==> src/rtl/ex_muldiv_hilo.sv <==
// EX-stage multiply/divide unit with architectural HI/LO registers.
// Multiplies finish in MUL_CYCLES cycles. Divides use a restoring radix-2
// divider that produces one quotient bit per cycle over 32 iterations.
// HI/LO are written only when an operation completes, or by MTHI/MTLO.
module ex_muldiv_hilo #(
   parameter int WIDTH      = 32,
   parameter int MUL_CYCLES = 1
) (
   input  logic             clk,
   input  logic             reset,
   input  logic             pipe2_valid_in,
   input  logic [2:0]       md_op,
   input  logic [WIDTH-1:0] vsrc1,
   input  logic [WIDTH-1:0] vsrc2,
   input  logic             pipe2_flush,
   input  logic             pipe3_allow_in,
   output logic             pipe2_allow_in,
   output logic             md_busy,
   output logic [WIDTH-1:0] hi,
   output logic [WIDTH-1:0] lo
);

   localparam logic [1:0] S_IDLE = 2'd0, S_MUL = 2'd1, S_DIV = 2'd2, S_DONE = 2'd3;
   localparam logic [2:0] OP_MULT = 3'b001, OP_MULTU = 3'b010, OP_DIV = 3'b011,
                          OP_DIVU = 3'b100, OP_MTHI = 3'b101, OP_MTLO = 3'b110;

   logic [1:0]       state_q, state_d;
   logic [4:0]       count_q, count_d;
   logic [WIDTH-1:0] hi_q, hi_d, lo_q, lo_d;
   logic [WIDTH-1:0] opa_q, opa_d, opb_q, opb_d;      // raw operands
   logic [WIDTH-1:0] quo_q, quo_d, rem_q, rem_d, dvs_q, dvs_d;
   logic             sgn_q, sgn_d, negq_q, negq_d, negr_q, negr_d, dvz_q, dvz_d;

   logic             long_op, is_mul, op_signed;
   logic [WIDTH-1:0] a_abs, b_abs;
   logic [2*WIDTH-1:0] ext_a, ext_b, prod;
   logic [WIDTH:0]   rem_sh, diff;
   logic [WIDTH-1:0] rem_n, quo_n, q_fix, r_fix;

   assign long_op   = pipe2_valid_in & (md_op inside {OP_MULT, OP_MULTU, OP_DIV, OP_DIVU});
   assign is_mul    = (md_op == OP_MULT) | (md_op == OP_MULTU);
   assign op_signed = (md_op == OP_MULT) | (md_op == OP_DIV);
   assign a_abs     = (op_signed & vsrc1[WIDTH-1]) ? -vsrc1 : vsrc1;
   assign b_abs     = (op_signed & vsrc2[WIDTH-1]) ? -vsrc2 : vsrc2;

   // Full-width product from the latched operands; the sign extension selects MULT vs MULTU.
   assign ext_a = {{WIDTH{sgn_q & opa_q[WIDTH-1]}}, opa_q};
   assign ext_b = {{WIDTH{sgn_q & opb_q[WIDTH-1]}}, opb_q};
   assign prod  = ext_a * ext_b;

   // One restoring step: shift in the next dividend bit, subtract the divisor if it fits.
   assign rem_sh = {rem_q, quo_q[WIDTH-1]};
   assign diff   = rem_sh - {1'b0, dvs_q};
   assign rem_n  = diff[WIDTH] ? rem_sh[WIDTH-1:0] : diff[WIDTH-1:0];
   assign quo_n  = {quo_q[WIDTH-2:0], ~diff[WIDTH]};
   assign q_fix  = negq_q ? -quo_n : quo_n;
   assign r_fix  = negr_q ? -rem_n : rem_n;

   // Stall ID/EX while an operation runs; a flush releases the stall immediately.
   always_comb begin
      pipe2_allow_in = 1'b0;
      case (state_q)
         S_IDLE:  pipe2_allow_in = pipe2_flush | (pipe3_allow_in & ~long_op);
         S_MUL,
         S_DIV:   pipe2_allow_in = pipe2_flush;
         default: pipe2_allow_in = pipe3_allow_in;
      endcase
   end

   // Next state: start, iterate, commit. Flush outranks start and completion.
   always_comb begin
      state_d = state_q;  count_d = count_q;
      hi_d    = hi_q;     lo_d    = lo_q;
      opa_d   = opa_q;    opb_d   = opb_q;   sgn_d  = sgn_q;
      quo_d   = quo_q;    rem_d   = rem_q;   dvs_d  = dvs_q;
      negq_d  = negq_q;   negr_d  = negr_q;  dvz_d  = dvz_q;
      case (state_q)
         S_IDLE: begin
            if (pipe2_flush) begin
               state_d = S_IDLE;
            end else if (long_op) begin
               state_d = is_mul ? S_MUL : S_DIV;
               count_d = '0;
               opa_d   = vsrc1;
               opb_d   = vsrc2;
               sgn_d   = op_signed;
               quo_d   = a_abs;
               rem_d   = '0;
               dvs_d   = b_abs;
               negq_d  = op_signed & (vsrc1[WIDTH-1] ^ vsrc2[WIDTH-1]);
               negr_d  = op_signed & vsrc1[WIDTH-1];
               dvz_d   = (vsrc2 == '0);
            end else if (pipe2_valid_in & pipe3_allow_in) begin
               if (md_op == OP_MTHI) hi_d = vsrc1;
               if (md_op == OP_MTLO) lo_d = vsrc1;
            end
         end
         S_MUL: begin
            if (pipe2_flush) begin
               state_d = S_IDLE;
            end else if (count_q == 5'(MUL_CYCLES-1)) begin
               hi_d    = prod[2*WIDTH-1:WIDTH];
               lo_d    = prod[WIDTH-1:0];
               state_d = S_DONE;
            end else begin
               count_d = count_q + 5'd1;
            end
         end
         S_DIV: begin
            if (pipe2_flush) begin
               state_d = S_IDLE;
            end else begin
               quo_d = quo_n;
               rem_d = rem_n;
               if (count_q == 5'(WIDTH-1)) begin
                  // A zero divisor returns all-ones / dividend with no sign fix.
                  hi_d    = dvz_q ? opa_q : r_fix;
                  lo_d    = dvz_q ? '1 : q_fix;
                  state_d = S_DONE;
               end else begin
                  count_d = count_q + 5'd1;
               end
            end
         end
         default: begin
            if (pipe2_flush | pipe3_allow_in) state_d = S_IDLE;
         end
      endcase
   end

   // State and datapath registers; reset aborts any operation and clears HI/LO.
   always_ff @(posedge clk) begin
      if (reset) begin
         state_q <= S_IDLE;  count_q <= '0;
         hi_q    <= '0;      lo_q    <= '0;
         opa_q   <= '0;      opb_q   <= '0;  sgn_q  <= 1'b0;
         quo_q   <= '0;      rem_q   <= '0;  dvs_q  <= '0;
         negq_q  <= 1'b0;    negr_q  <= 1'b0; dvz_q <= 1'b0;
      end else begin
         state_q <= state_d; count_q <= count_d;
         hi_q    <= hi_d;    lo_q    <= lo_d;
         opa_q   <= opa_d;   opb_q   <= opb_d;  sgn_q  <= sgn_d;
         quo_q   <= quo_d;   rem_q   <= rem_d;  dvs_q  <= dvs_d;
         negq_q  <= negq_d;  negr_q  <= negr_d; dvz_q  <= dvz_d;
      end
   end

   assign md_busy = (state_q != S_IDLE);
   assign hi      = hi_q;
   assign lo      = lo_q;

endmodule

==> config.mk <==
export PLATFORM = sky130hd
export DESIGN_NAME = ex_muldiv_hilo
export DESIGN_NICKNAME = d
export VERILOG_FILES = /design/src/rtl/ex_muldiv_hilo.sv
export SDC_FILE = /design/constraint.sdc
export NUM_CORES = 2
export LEC_CHECK = 0
export ABC_AREA = 1
export CAP_MARGIN = 0
export CORE_UTILIZATION = 58
export DETAILED_ROUTE_END_ITERATION = 7
export GPL_ROUTABILITY_DRIVEN = 1
export GPL_TIMING_DRIVEN = 1
export PLACE_DENSITY = 0.78
export SLEW_MARGIN = 25
export SYNTH_ARGS = -nofsm -noshare
export SYNTH_HDL_FRONTEND = slang
export SYNTH_SLANG_ARGS = --single-unit
==> constraint.sdc <==
create_clock -name clk -period 8 [get_ports clk]
set_input_delay 1.2 -clock clk [delete_from_list [all_inputs] [get_ports clk]]
set_output_delay 1.2 -clock clk [all_outputs]
set_load 0.1 [all_outputs]
# --- Word level (Yosys, flattened, before mapping) ---
# Cells that the tools add are included.
totals:
  inputBits: 72
  regBits: 235
  output_inout_bits: 66
  elab_cells: 125
op_classes:
  mul: 1
  bitwise_logic: 16
  mux: 50
  n_addsub: 6
  n_eq_ne: 24
  n_reduce_logical: 15
op_table:
  columns: ["operator", "count"]
  rows:
  - ["32-bit two-way mux", 29]
  - ["32-bit one-hot mux with 3 select lines", 2]
  - ["32-bit negator", 4]
  - ["32-bit one-hot mux with 2 select lines", 2]
  - ["33-bit by 33-bit multiplier with 64-bit output", 1]
  - ["33-bit by 32-bit subtractor with 33-bit output", 1]
  - ["32-bit zero test", 1]
  - ["5-bit two-way mux", 6]
  - ["2-bit != test (second input constant)", 12]
  - ["9-bit AND reduction", 2]
  - ["2-bit two-way mux", 8]
  - ["5-bit one-hot mux with 3 select lines", 1]
  - ["3-bit equality test (second input constant)", 3]
  - ["3-bit != test (second input constant)", 3]
  - ["1-bit bitwise AND", 8]
  - ["4-bit AND reduction", 2]
  - ["4-bit nonzero test", 2]
  - ["7-bit AND reduction", 1]
  - ["3-bit by 2-bit equality test with 1-bit output (second input constant)", 2]
  - ["2-bit one-hot mux with 3 select lines", 1]
  - ["5-bit by 1-bit adder with 5-bit output (second input constant)", 1]
  - ["5-bit equality test (second input constant)", 1]
  - ["5-bit zero test", 1]
  - ["1-bit OR", 4]
  - ["other kinds (11)", 14]

# --- Logic depth before layout (Yosys ltp) ---
logic_depth:
  word_depth: 8
  mapped_depth: 39

# --- Worst setup path after synthesis ---
# No wires, ideal clock.
synth_path:
  kind: "register to register"
  from: "reg opa_q[31]"
  to: "reg hi_q[30] (netlist: hi[30])"
  slack_ps: 485
  path_stages_with_launch: 31
  synth_period_minus_slack_ps: 7515
  required_time_ps: 7876
  arrival_ps: 7391
  n_path_buf: 2
  cell_sequence: "dfxtp_1 clkbuf_1 clkbuf_1 nand2_1 nor2_1 fa_1 fa_1 fa_1 inv_1 fa_1 inv_1 fa_1 fa_1 fa_1 inv_1 fa_1 inv_1 ha_1 a21o_1 a31oi_1 o21ai_0 a21oi_1 nand3_1 a21o_1 a21oi_1 o21ai_0 or2_2 nand3_1 nand2_1 nand2_1 a21oi_2"
synth_via:
  elab_chain_len: 5
synth_lines:
  columns: ["item", "line_no", "source"]
  rows:
  - ["from (decl)", "30", "logic [WIDTH-1:0] opa_q, opa_d, opb_q, opb_d;"]
  - ["from (signal assigned)", "142", "opa_q <= opa_d; opb_q <= opb_d; sgn_q <= sgn_d;"]
  - ["1-bit bitwise AND", "47", "assign ext_a = {{WIDTH{sgn_q & opa_q[WIDTH-1]}}, opa_q};"]
  - ["33-bit by 33-bit multiplier with 64-bit output *", "49", "assign prod = ext_a * ext_b;"]
  - ["32-bit two-way mux *", "101", "end else if (count_q == 5'(MUL_CYCLES-1)) begin"]
  - ["32-bit two-way mux *", "99", "if (pipe2_flush) begin"]
  - ["32-bit one-hot mux with 3 select lines *", "77", "case (state_q)"]
  - ["to (signal assigned)", "141", "hi_q <= hi_d; lo_q <= lo_d;"]
  - ["to (decl)", "29", "logic [WIDTH-1:0] hi_q, hi_d, lo_q, lo_d;"]
# Mark *: on every way between the ends. The rest lies on a longest branch, timed or not. The select of a mux whose other input is x is not followed.
# A chain may end at the register's enable or synchronous reset.

# --- Final worst setup path ---
layout_path:
  from: "reg opa_q[31]"
  to: "reg hi_q[27] (netlist: hi[27])"
# The elaborated chain is that of the path after synthesis.

==> impl_results.md <==
* Initial antenna violation count at 7
* Final Setup Violations at 0
* Synth area leader: fa_1
* Chip Height at 311 um
* Count of different cell masters after synthesis at slightly below 60
* P_int at about 4.7 mW
* Filler Cell Count at 8,159
* Worst setup startpoint: opa_q[31]
* Pre-CTS setup slack at 0.0493 ns
* Post-synthesis area per instance at 7.37 um2
* Top cells by area, synth: fa_1 (41%), inv_1 (13%), nand2_1 (13%), dfxtp_1 (8.5%), ha_1 (5.8%)
* Detailed Place HPWL at 143 mm
* Slew headroom at 0.274
* Share of cells above drive strength 1 at 0.0602
* P&R area growth vs syn at 8.83%
* Share of the synthesized area in the top cell type at 0.408
* Vias post-DR at 48,900
* Synth async-reset ratio at 0
* Synth Cell Area at 55,200 um2
* Critical Path End: hi[27]
* Most common cell in the netlist: inv_1
* Placer Congestion at around 1.0
* LEAKAGE at ~32 nW
* Reg2Reg Depth at 33
* Gate power share at 0.750
* Worst Setup End Kind: register
* # IOs at 138
* Reg2reg end: hi[27]
* Initial Util at 0.588
* Hold Crit Class: register to register
* Highest net fanout along the worst path at 15
* Final wirelength at ~170 mm
* Arrival @ worst endpoint at 8.31 ns
* Largest net degree at the start of global routing at approximately 150
* Layout Nets at 8,922
* Clock share of power at 0.108
* F_max at 129 MHz
* Worst skew pair latency at 0.60 ns
* Max Slew Vio Count at 0
* Switching portion of total power at 0.607
* Final clock skew at 0.0217 ns
* Worst EP required at 8.53 ns
* Syn. warnings at 0
* Post-DR vias/cell at 5.60
* Sequential power share at 0.142
* CTS buffer count at 26
* N_diodes at 0
* CTS Buffer Depth at 3
* Outcome: complete, no violations
* CP max stage cell: fa_2
* Site Rows at roughly 110
* DR DRC count at 0
* Routed Antenna Nets at 0
* Dpl cell area at 58,800 um2
* Chip width at 311 um
* Count of final hold-check violations at 0
* Post-synthesis instance total at 7,493
* Power Total at 11.9 mW
* Post-route design area at roughly 60,000 um2
* Sequential area share after synthesis at 0.0848
* Vias in the first global route at 50,300
* Worst setup margin at 0.222 ns
* RSZ-0062 raised after global routing: true
* Post-route minimum period at 7.78 ns
* Reg clk slew, reported paths at 0.07 ns
* Core area at 93,900 um2
* GRT Util Overall at 0.368
* NetSw at between 7 and 8 mW
* Crit path kind: register to register
* Total iterations of the first detailed-routing run at 8
* IO buf count at 137
* Die Area at 96,500 um2
* H-tree levels at 1
* Most Frequent Cell on Critical Path: nand2_1
* Clock root buffer: clkbuf_16
* WL per Instance at 20.0 um
* CTS tree: yes
* Sink Count at 234
* Synth cell count leaders: inv_1 (1,857), nand2_1 (1,854), fa_1 (1,126)
* Max cap viols at 0
* Flop2flop setup slack at 0.22 ns
* Synth Flop Type: dfxtp_1
* Worst VDD drop at roughly 320 uV
* First-pass GRT wire length at 278 mm
* DRT iter0 DRCs at approximately 5,400
* Placed cells at 8,685
* Final std cells w/o fill at 8,740
* Number of flops mapped to enable cells by yosys at 0
* Worst Tran Pin Value at 1.08 ns
* Utilization after layout at 0.640
* Hold path start: quo_q[29]
* Crit path launch type: register
* Delay of the slowest cell on the worst path at 0.58 ns
* GRT overflow at 0
* Power Density at slightly below 200 nW/um2
* Syn nets at ~8,900
* Fin crit share at 0.972
* FF+latch count, synth at between 200 and 250
* Launching point of the worst reg2reg path: opa_q[31]
-- power groups by stage --
stage          registers, mW  logic, mW  clock network [mW]
3_3_place_gp            1.68       8.51                   0
4_1_cts                 1.66       8.66                1.28
5_1_grt                 1.70       9.73                1.33
6_report                1.69       8.94                1.29
2_1_floorplan           2.30       5.42                   0
3_5_place_dp            1.69       8.62                   0
-- per-layer routing --
| layer | track usage | wire, um | up-vias |
|---|---|---|---|
| li1 | - | - | 21900 |
| met1 | 0.482 | 66700 | 23900 |
| met2 | 0.588 | 79900 | 2524 |
| met3 | 0.0597 | 16600 | 558 |
| met4 | 0.196 | 11300 | 2 |
| met5 | 0 | 13 | - |
-- registers in the layout (all words and copies together), names as in the netlist --
name     count
negr_q       1
rem_q       32
dvs_q       31
lo          32
negq_q       1
opb_q       32
dvz_q        1
quo_q       32
state_q      2
sgn_q        1
count_q      5
hi          32
opa_q       32
-- area by class of cell --
class | count | area (um2) | area share
repair inverters | 1 | 7.51 | 0.000125
flip-flops and latches | 234 | 4710 | 0.0783
multi-input cells | 4988 | 42200 | 0.703
clock buffers | 34 | 741 | 0.0123
repair buffers | 339 | 3660 | 0.0608
inverters | 1879 | 7070 | 0.118
clock inverters | 11 | 124 | 0.00206
well taps | 1254 | 1570 | 0.0261
-- cells by family (layout without fill, tap and decap cells) --
logic type / after synthesis / after routing / share of synthesized area
and+or+nand+nor: 2712 / 2712 / 0.200
buffers and inverters: 2271 / 2264 / 0.155
adders and majority gates: 1381 / 1381 / 0.466
AOI/OAI and AO/OA: 811 / 811 / 0.0812
DFF: 234 / 234 / 0.0848
xor gates and xnor gates: 84 / 84 / 0.0133
-- per-stage QoR --
stage / hold WS [ns] / TNS [ns]
2_1_floorplan: 0.433 / 0
3_3_place_gp: 0.454 / 0
3_5_place_dp: 0.464 / 0
4_1_cts: 0.485 / 0
5_1_grt: 0.501 / -0.226
6_report: 0.488 / 0
-- critical path: cells and delay by family, from the launching register on --
kind	cells	cell delay, ns
adders and majority gates	9	4.43
and+or+nand+nor	11	1.16
AOI/OAI and AO/OA	6	1.07
buffers and inverters	7	0.65
DFF	1	0.41
-- repair_timing --
action                                  in CTS  in global routing
gates resized for setup                      0                 85
setup buffers                                0                  6
hold buffers                                 0                  0
endpoints found under the setup margin       0                 22
-- how the worst min path moves through the flow --
stage,end,slack [ns],depth (start not counted)
2_1_floorplan,dvs_q[2],0.43,2
3_3_place_gp,quo_q[29],0.45,2
3_5_place_dp,quo_q[29],0.46,2
4_1_cts,dvs_q[2],0.49,2
5_1_grt,quo_q[30],0.50,2
6_report,quo_q[29],0.49,2
-- placed cells by master (no fill, tap or decap), types with 17 or more instances in the layout --
| cell | synthesis | routed |
|---|---|---|
| a21o_1 | 18 | 18 |
| a21oi_1 | 333 | 326 |
| a31oi_1 | 33 | 28 |
| buf_12 | 0 | 55 |
| buf_4 | 0 | 135 |
| clkbuf_16 | 0 | 29 |
| clkdlybuf4s50_1 | 0 | 136 |
| dfxtp_1 | 234 | 222 |
| fa_1 | 1126 | 1122 |
| ha_1 | 255 | 246 |
| inv_1 | 1857 | 1850 |
| inv_2 | 18 | 22 |
| nand2_1 | 1854 | 1852 |
| nand2_2 | 33 | 35 |
| nand3_1 | 192 | 190 |
| nand4_1 | 32 | 32 |
| nor2_1 | 454 | 436 |
| nor2_2 | 8 | 23 |
| nor3_1 | 47 | 43 |
| o211ai_1 | 17 | 17 |
| o21ai_0 | 305 | 305 |
| or2_2 | 29 | 29 |
| xnor2_1 | 28 | 28 |
| xor2_1 | 56 | 56 |
Note: power is estimated with default switching activity, not from simulation.
